[src/rtl/rv_core_pkg.sv]
// rv_core_pkg: shared core constants, requester ids and register index type.
package rv_core_pkg;
    localparam int XLEN = 32;
    localparam int NREG = 32;
    localparam int AW   = 5;
    localparam logic REQ_ALU = 1'b0;
    localparam logic REQ_LSU = 1'b1;
    typedef logic [AW-1:0] reg_idx_t;
endpackage

[src/rtl/wb_scoreboard.sv]
// wb_scoreboard: pending-write bit per register with set-over-clear priority and RAW hazard lookup.
module wb_scoreboard
    import rv_core_pkg::*;
(
    input  logic          clk,
    input  logic          rst,
    input  logic          i_set_valid,
    input  logic [AW-1:0] i_set_rd,
    input  logic          i_clr_valid,
    input  logic [AW-1:0] i_clr_rd,
    input  logic [AW-1:0] i_rs1,
    input  logic [AW-1:0] i_rs2,
    output logic          o_hazard
);
    logic [NREG-1:0] r_pending;
    logic [NREG-1:0] w_next;

    // Set is applied after clear so a younger issue keeps ownership of the register.
    always_comb begin
        w_next = r_pending;
        if (i_clr_valid) w_next[i_clr_rd] = 1'b0;
        if (i_set_valid && i_set_rd != '0) w_next[i_set_rd] = 1'b1;
        w_next[0] = 1'b0;
    end

    always_ff @(posedge clk or posedge rst) begin
        if (rst) r_pending <= '0;
        else     r_pending <= w_next;
    end

    assign o_hazard = (i_rs1 != '0 && r_pending[i_rs1]) || (i_rs2 != '0 && r_pending[i_rs2]);
endmodule

[src/rtl/reg_wb_arbiter.sv]
// reg_wb_arbiter: round-robin arbitration of ALU/LSU writebacks onto the single registered
// register-bank write port, plus pending-write scoreboard for decode hazards.
module reg_wb_arbiter
    import rv_core_pkg::*;
(
    input  logic            clk,
    input  logic            rst,
    input  logic            alu_wb_valid,
    input  logic [AW-1:0]   alu_wb_rd,
    input  logic [XLEN-1:0] alu_wb_data,
    output logic            alu_wb_ready,
    input  logic            lsu_wb_valid,
    input  logic [AW-1:0]   lsu_wb_rd,
    input  logic [XLEN-1:0] lsu_wb_data,
    output logic            lsu_wb_ready,
    input  logic            iss_valid,
    input  logic [AW-1:0]   iss_rd,
    input  logic [AW-1:0]   dec_rs1,
    input  logic [AW-1:0]   dec_rs2,
    output logic            hazard,
    output logic            RegWrite,
    output logic [AW-1:0]   write_reg,
    output logic [XLEN-1:0] write_data
);
    logic            r_rr;
    logic            r_we;
    reg_idx_t        r_wreg;
    logic [XLEN-1:0] r_wdata;
    logic            w_acc;
    reg_idx_t        w_rd;
    logic [XLEN-1:0] w_data;

    // rr_ptr only matters when both request; a lone requester always wins.
    assign alu_wb_ready = !rst && alu_wb_valid && (!lsu_wb_valid || r_rr == REQ_ALU);
    assign lsu_wb_ready = !rst && lsu_wb_valid && (!alu_wb_valid || r_rr == REQ_LSU);
    assign w_acc  = alu_wb_ready || lsu_wb_ready;
    assign w_rd   = alu_wb_ready ? alu_wb_rd : lsu_wb_rd;
    assign w_data = alu_wb_ready ? alu_wb_data : lsu_wb_data;

    always_ff @(posedge clk or posedge rst) begin
        if (rst) begin
            r_rr    <= REQ_ALU;
            r_we    <= 1'b0;
            r_wreg  <= '0;
            r_wdata <= '0;
        end else begin
            if (alu_wb_valid && lsu_wb_valid) r_rr <= ~r_rr;
            r_we <= w_acc && w_rd != '0;
            if (w_acc) begin
                r_wreg  <= w_rd;
                r_wdata <= w_data;
            end
        end
    end

    assign RegWrite   = r_we;
    assign write_reg  = r_wreg;
    assign write_data = r_wdata;

    wb_scoreboard u_sb (
        .clk         (clk),
        .rst         (rst),
        .i_set_valid (iss_valid),
        .i_set_rd    (iss_rd),
        .i_clr_valid (w_acc),
        .i_clr_rd    (w_rd),
        .i_rs1       (dec_rs1),
        .i_rs2       (dec_rs2),
        .o_hazard    (hazard)
    );
endmodule

[config.mk]
export PLATFORM = sky130hd
export DESIGN_NAME = reg_wb_arbiter
export DESIGN_NICKNAME = d
export VERILOG_FILES = /design/src/rtl/rv_core_pkg.sv /design/src/rtl/wb_scoreboard.sv /design/src/rtl/reg_wb_arbiter.sv
export SDC_FILE = /design/constraint.sdc
export NUM_CORES = 1
export LEC_CHECK = 0
export ABC_AREA = 1
export CAP_MARGIN = 0
export CORE_MARGIN = 1.5
export CORE_UTILIZATION = 40
export DETAILED_ROUTE_END_ITERATION = 8
export MAX_ROUTING_LAYER = met4
export PLACE_DENSITY = 0.72
export SLEW_MARGIN = 20
export SYNTH_ARGS = -nofsm -noshare
export SYNTH_HDL_FRONTEND = slang
export SYNTH_SLANG_ARGS = --single-unit
[constraint.sdc]
create_clock -name clk -period 5.3 [get_ports clk]
set_input_delay 0.795 -clock clk [delete_from_list [all_inputs] [get_ports clk]]
set_output_delay 0.795 -clock clk [all_outputs]
set_load 0.1 [all_outputs]
# Word level (Yosys, flattened, before mapping)
# Cells that the tools add are included.
word_totals:
  reg_bits: 70
  word_cells: 49
  output_inout_bits: 41
  input_bits: 94
op_classes:
  bitwise_logic: 4
  n_mux: 12
  order_cmp: 6
  reduce_logical: 22
ops:
  columns: ["operator", "count"]
  rows:
  - ["32-bit two-way mux", 3]
  - ["32-bit bitwise AND", 1]
  - ["32-bit NOT", 1]
  - ["32-bit OR", 1]
  - ["5-bit by 6-bit less-than comparator with 1-bit output, second input constant", 4]
  - ["5-bit nonzero test", 4]
  - ["1-bit logical AND", 11]
  - ["1-bit binary-select mux with 5-bit select", 2]
  - ["1-bit demux with 5-bit select", 2]
  - ["5-bit by 1-bit greater-or-equal comparator with 1-bit output, second input constant", 2]
  - ["5-bit two-way mux", 1]
  - ["1-bit logical OR", 4]
  - ["1-bit two-way mux", 4]
  - ["1-bit logical NOT", 3]
  - ["1-bit NOT", 1]

# Longest topological paths before layout
logic_depth:
  depth_word: 13
  depth_mapped: 14
  ltp_nobuf: 13

# Cells and area by module
# A second synthesis with hierarchy kept.
unflattened:
  hier_cells: 552
  hier_area_um2: 4175.3
modules_own_cells:
  columns: ["mod", "seq_area_each_um2", "area_per_inst_um2", "cells_per_inst", "n_inst"]
  rows:
  - ["reg_wb_arbiter", 975.9, 2107.0, 234, 1]
  - ["wb_scoreboard", 775.7, 2068.2, 318, 1]

# Least setup slack after synthesis
# Ideal clock, no wire load.
synth_path:
  kind: "input-to-output"
  from: "input port rst"
  to: "output port alu_wb_ready"
  n_path_buf: 1
  arrival_time_ps: 2585
  t_required_ps: 4505
  path_stages: 4
  slack_ps: 1920
  path_cell_list: "inv_2 nand3_4 inv_2 buf_2"
synth_via:
  elab_chain_cells: 3
synth_rtl:
  columns: ["element", "line_no", "rtl"]
  rows:
  - ["start: declaration", "reg_wb_arbiter.sv:7", "input logic rst,"]
  - ["1-bit logical NOT (no line)", null, null]
  - ["1-bit logical AND (2 in a row)", "reg_wb_arbiter.sv:34", "assign alu_wb_ready = !rst && alu_wb_valid && (!lsu_wb_valid || r_rr == REQ_ALU);"]
  - ["end: declaration", "reg_wb_arbiter.sv:11", "output logic alu_wb_ready,"]
# Every way passes these cells.

# Final worst setup path
layout_path:
  from: "input port dec_rs1[0]"
  to: "output port hazard"
layout_via:
  elab_chain_cells: 4
  elab_cells_between_ends: 5
  cone_classes: "mux (2); reduce/logical (3)"
layout_rtl:
  columns: ["element", "line_no", "rtl"]
  rows:
  - ["start: declaration", "reg_wb_arbiter.sv:18", "input logic [AW-1:0] dec_rs1,"]
  - ["1-bit binary-select mux with 5-bit select", "wb_scoreboard.sv:31", "assign o_hazard = (i_rs1 != '0 && r_pending[i_rs1]) || (i_rs2 != '0 && r_pending[i_rs2]);"]
  - ["1-bit two-way mux (implied by the code)", "wb_scoreboard.sv:31", null]
  - ["1-bit logical AND *", "wb_scoreboard.sv:31", null]
  - ["1-bit logical OR *", "wb_scoreboard.sv:31", null]
  - ["end: declaration", "reg_wb_arbiter.sv:20", "output logic hazard,"]
# Every way passes the cells marked *; elsewhere a longest branch is shown, timed or not. The select of a mux whose other input is x is not followed.

==> key figures <==
Die
  • Core area: 9330 µm²
  • Site row count: 35
  • Die H: 102 µm
  • Die width: 102 µm
  • IO Pins: 135
  • Full die area: 10300 µm²
  • Starting density of the core: 41.7%

Detailed routing
  • DRT iter0 DRCs: 238
  • Vias: 4086
  • Remaining antenna violation count after routing: 0
  • Final wirelength: 11.9 mm
  • Routed WL per cell: 14.8 µm
  • DRC Markers: 0
  • DR vias/cell: 5.08
  • DRT Pass-1 Iters: 6

STA
  • Final Max Slew Viols: 0
  • Max_slew headroom: 30.2%
  • Fin crit share: 73.6%
  • Period minus WS final: 3.90 ns
  • Final count of hold timing violations: 0
  • Worst-Margin Slew: 1.04 ns
  • # setup viols final: 0
  • RSZ-0062 raised after global routing: no
  • Clock Skew: 0.00685 ns
  • Max Freq: 256 MHz
  • Final setup TNS: 0 ns

Final layout
  • Inserted Diodes: 0
  • Fillers: 878
  • Share of layout cells above drive strength 1: 5.33%
  • Nets: 766
  • Max reg flops: 32
  • Post-layout util: 58.9%
  • Synth-to-layout area growth: 41.3%
  • Multi-input logic area: 1830 µm²
  • Sequential Area: 1750 µm²

Synthesis
  • Post-Synthesis Cells: 546
  • Unique cell type count in the Yosys netlist: 21
  • Syn Area/Cell: 7.12 µm²
  • Synth warn: 0
  • Mapped cell area: 3890 µm²
  • Top cells by area, synth: dfrtp_1, nand2_1, o21ai_0
  • Synth top area share: 45.0%
  • Largest area contributor in the netlist: dfrtp_1
  • Post-synth top cells: nand2_1, o21ai_0, dfrtp_1, nand3_1, inv_1
  • Post-synth net total: 640
  • Most common cell in the netlist: nand2_1
  • Post-synth EDFFs: 0
  • FFs w/ async S/R, synth: 100%
  • Synth Register Bits: 70
  • Post-synthesis sequential area ratio: 45.0%
  • Synth Flop Type: dfrtp_1

Global routing
  • Initial antenna violation count: 0
  • Largest net degree at the start of global routing: 72
  • Vias in the first global route: 3995
  • Grt total ovfl: 0
  • Overall routing resource usage: 24.7%
  • First-pass GRT wire length: 19.2 mm

Clock network
  • Hold buffer count at cts: 0
  • CTS tree: done
  • Clock Path Buffers: 2
  • Setup bufs post-CTS: 0
  • CTS clock-pin slew for the worst setup and hold paths: 0.07 ns
  • H-Tree Depth: 3
  • Total CTS buffers: 9
  • CTS root buf: clkbuf_8
  • Skew-Pair Late Insertion Delay: 0.33 ns
  • Resize count post-CTS: 0
  • Num Clock Sinks: 70

Worst setup path
  • Reg2reg setup slack: 2.70 ns
  • Startpoint Class: input port
  • Crit end category: output port
  • Worst setup path class: in -> out
  • Reg2Reg Depth: 8
  • Crit. Startpoint: dec_rs1[0]
  • Worst reg2reg startpoint: r_rr$_DFFE_PP0P_
  • R2r endpoint: u_sb.r_pending[11]$_DFF_PP0_
  • Req. time, crit path: 4.51 ns
  • Maximum fanout along the worst path: 15
  • CP endpoint: hazard
  • CP Data Arrival Time: 3.11 ns

Hold path
  • Hold crit path type: reg -> reg
  • Worst min-delay path startpoint: write_reg[2]$_DFFE_PP0N_

Placement
  • Number of I/O port buffers: 134
  • Routability Congestion: 0.880
  • Dpl hpwl: 8.98 mm

Power and ir drop
  • Leak: 2.51 nW
  • Worst vdd ir: 0.303 mV
  • Power per Cell Area: 493 nW/µm²

Status
  • Run status: completed

Flow run
  • Number of max-cap violations: 0
## per-layer routing
| layer | GRT usage [%] | vias up | wire, µm |
|---|---|---|---|
| met4 | 7.16 | 0 | 195 |
| met3 | 5.73 | 15 | 831 |
| met5 | - | - | 0 |
| met1 | 30.6 | 1875 | 5200 |
| met2 | 40.2 | 164 | 5710 |
| li1 | - | 2032 | - |
## logic make-up after synthesis
kind of cell,Yosys count,synth area share [%]
simple gates,268,29.5
compound gates,132,17.4
buf+inv,75,7.85
flops,70,45.0
xor+xnor,1,0.225
## stage by stage
step | cells | instance area (µm²) | setup WS [ns] | total power [mW] | hold WS, ns
after floorplan | 546 | 3890 | 1.92 | 1.89 | 0.458
after global placement | 790 | 5310 | 1.36 | 2.30 | 0.467
after detailed placement | 790 | 5310 | 1.27 | 2.31 | 0.473
after CTS | 805 | 5500 | 1.41 | 2.72 | 0.489
after global routing | 805 | 5500 | 1.24 | 2.85 | 0.505
final | 805 | 5500 | 1.40 | 2.71 | 0.484
## worst min path at each step
stage	endpoint	slack, ns	cells after the start
floorplan	u_sb.r_pending[17]$_DFF_PP0_	0.46	2
global placement	write_reg[1]$_DFFE_PP0N_	0.47	2
detailed placement	write_reg[0]$_DFFE_PP0N_	0.47	2
CTS	write_reg[0]$_DFFE_PP0N_	0.49	2
global route	write_reg[0]$_DFFE_PP0N_	0.51	2
finish	write_reg[2]$_DFFE_PP0N_	0.48	2
## power breakdown
part / leakage, nW / switching, mW / internal [mW]
registers: 0.845 / 0.115 / 0.713
logic: 1.58 / 1.11 / 0.368
clock network: 0.0911 / 0.191 / 0.213
total: 2.51 / 1.42 / 1.30
## area by class of cell
type / instances / share of cell area [%]
clock inverters: 6 / 1.16
repair buffers: 136 / 24.8
well taps: 129 / 2.94
clock buffers: 9 / 2.25
flip-flops and latches: 70 / 31.9
multi-input cells: 401 / 33.3
inverters: 54 / 3.69
## cells in the final DEF (no fill, tap or decap)
| master | count |
|---|---|
| xor2_1 | 1 |
| inv_1 | 51 |
| nand3_4 | 1 |
| o21ai_1 | 30 |
| buf_4 | 4 |
| bufinv_16 | 1 |
| nor2_1 | 40 |
| nand4_4 | 1 |
| nand4_2 | 1 |
| nand2_4 | 1 |
| inv_2 | 3 |
| a21oi_1 | 2 |
| nand3_2 | 2 |
| clkbuf_8 | 9 |
| nand2_1 | 160 |
| nor3_1 | 3 |
| o21ai_2 | 4 |
| clkdlybuf4s50_1 | 131 |
| dfrtp_1 | 70 |
| clkinv_4 | 1 |
| clkinv_2 | 2 |
| nand2_2 | 3 |
| nand3_1 | 56 |
| buf_12 | 1 |
| o21ai_0 | 96 |
| clkinvlp_4 | 2 |
## critical path, stage by stage
cell	delay [ns]
clkdlybuf4s50_1	0.83
inv_1	0.39
nor2_1	0.26
nand2_1	0.07
nand2_1	0.09
nand2_1	0.05
nand2_1	0.06
inv_1	0.03
nand2_1	0.05
nand2_1	0.04
nand2_1	0.05
inv_1	0.03
nand2_1	0.05
buf_4	0.28
No activity file was read; power rests on OpenSTA's default activity.
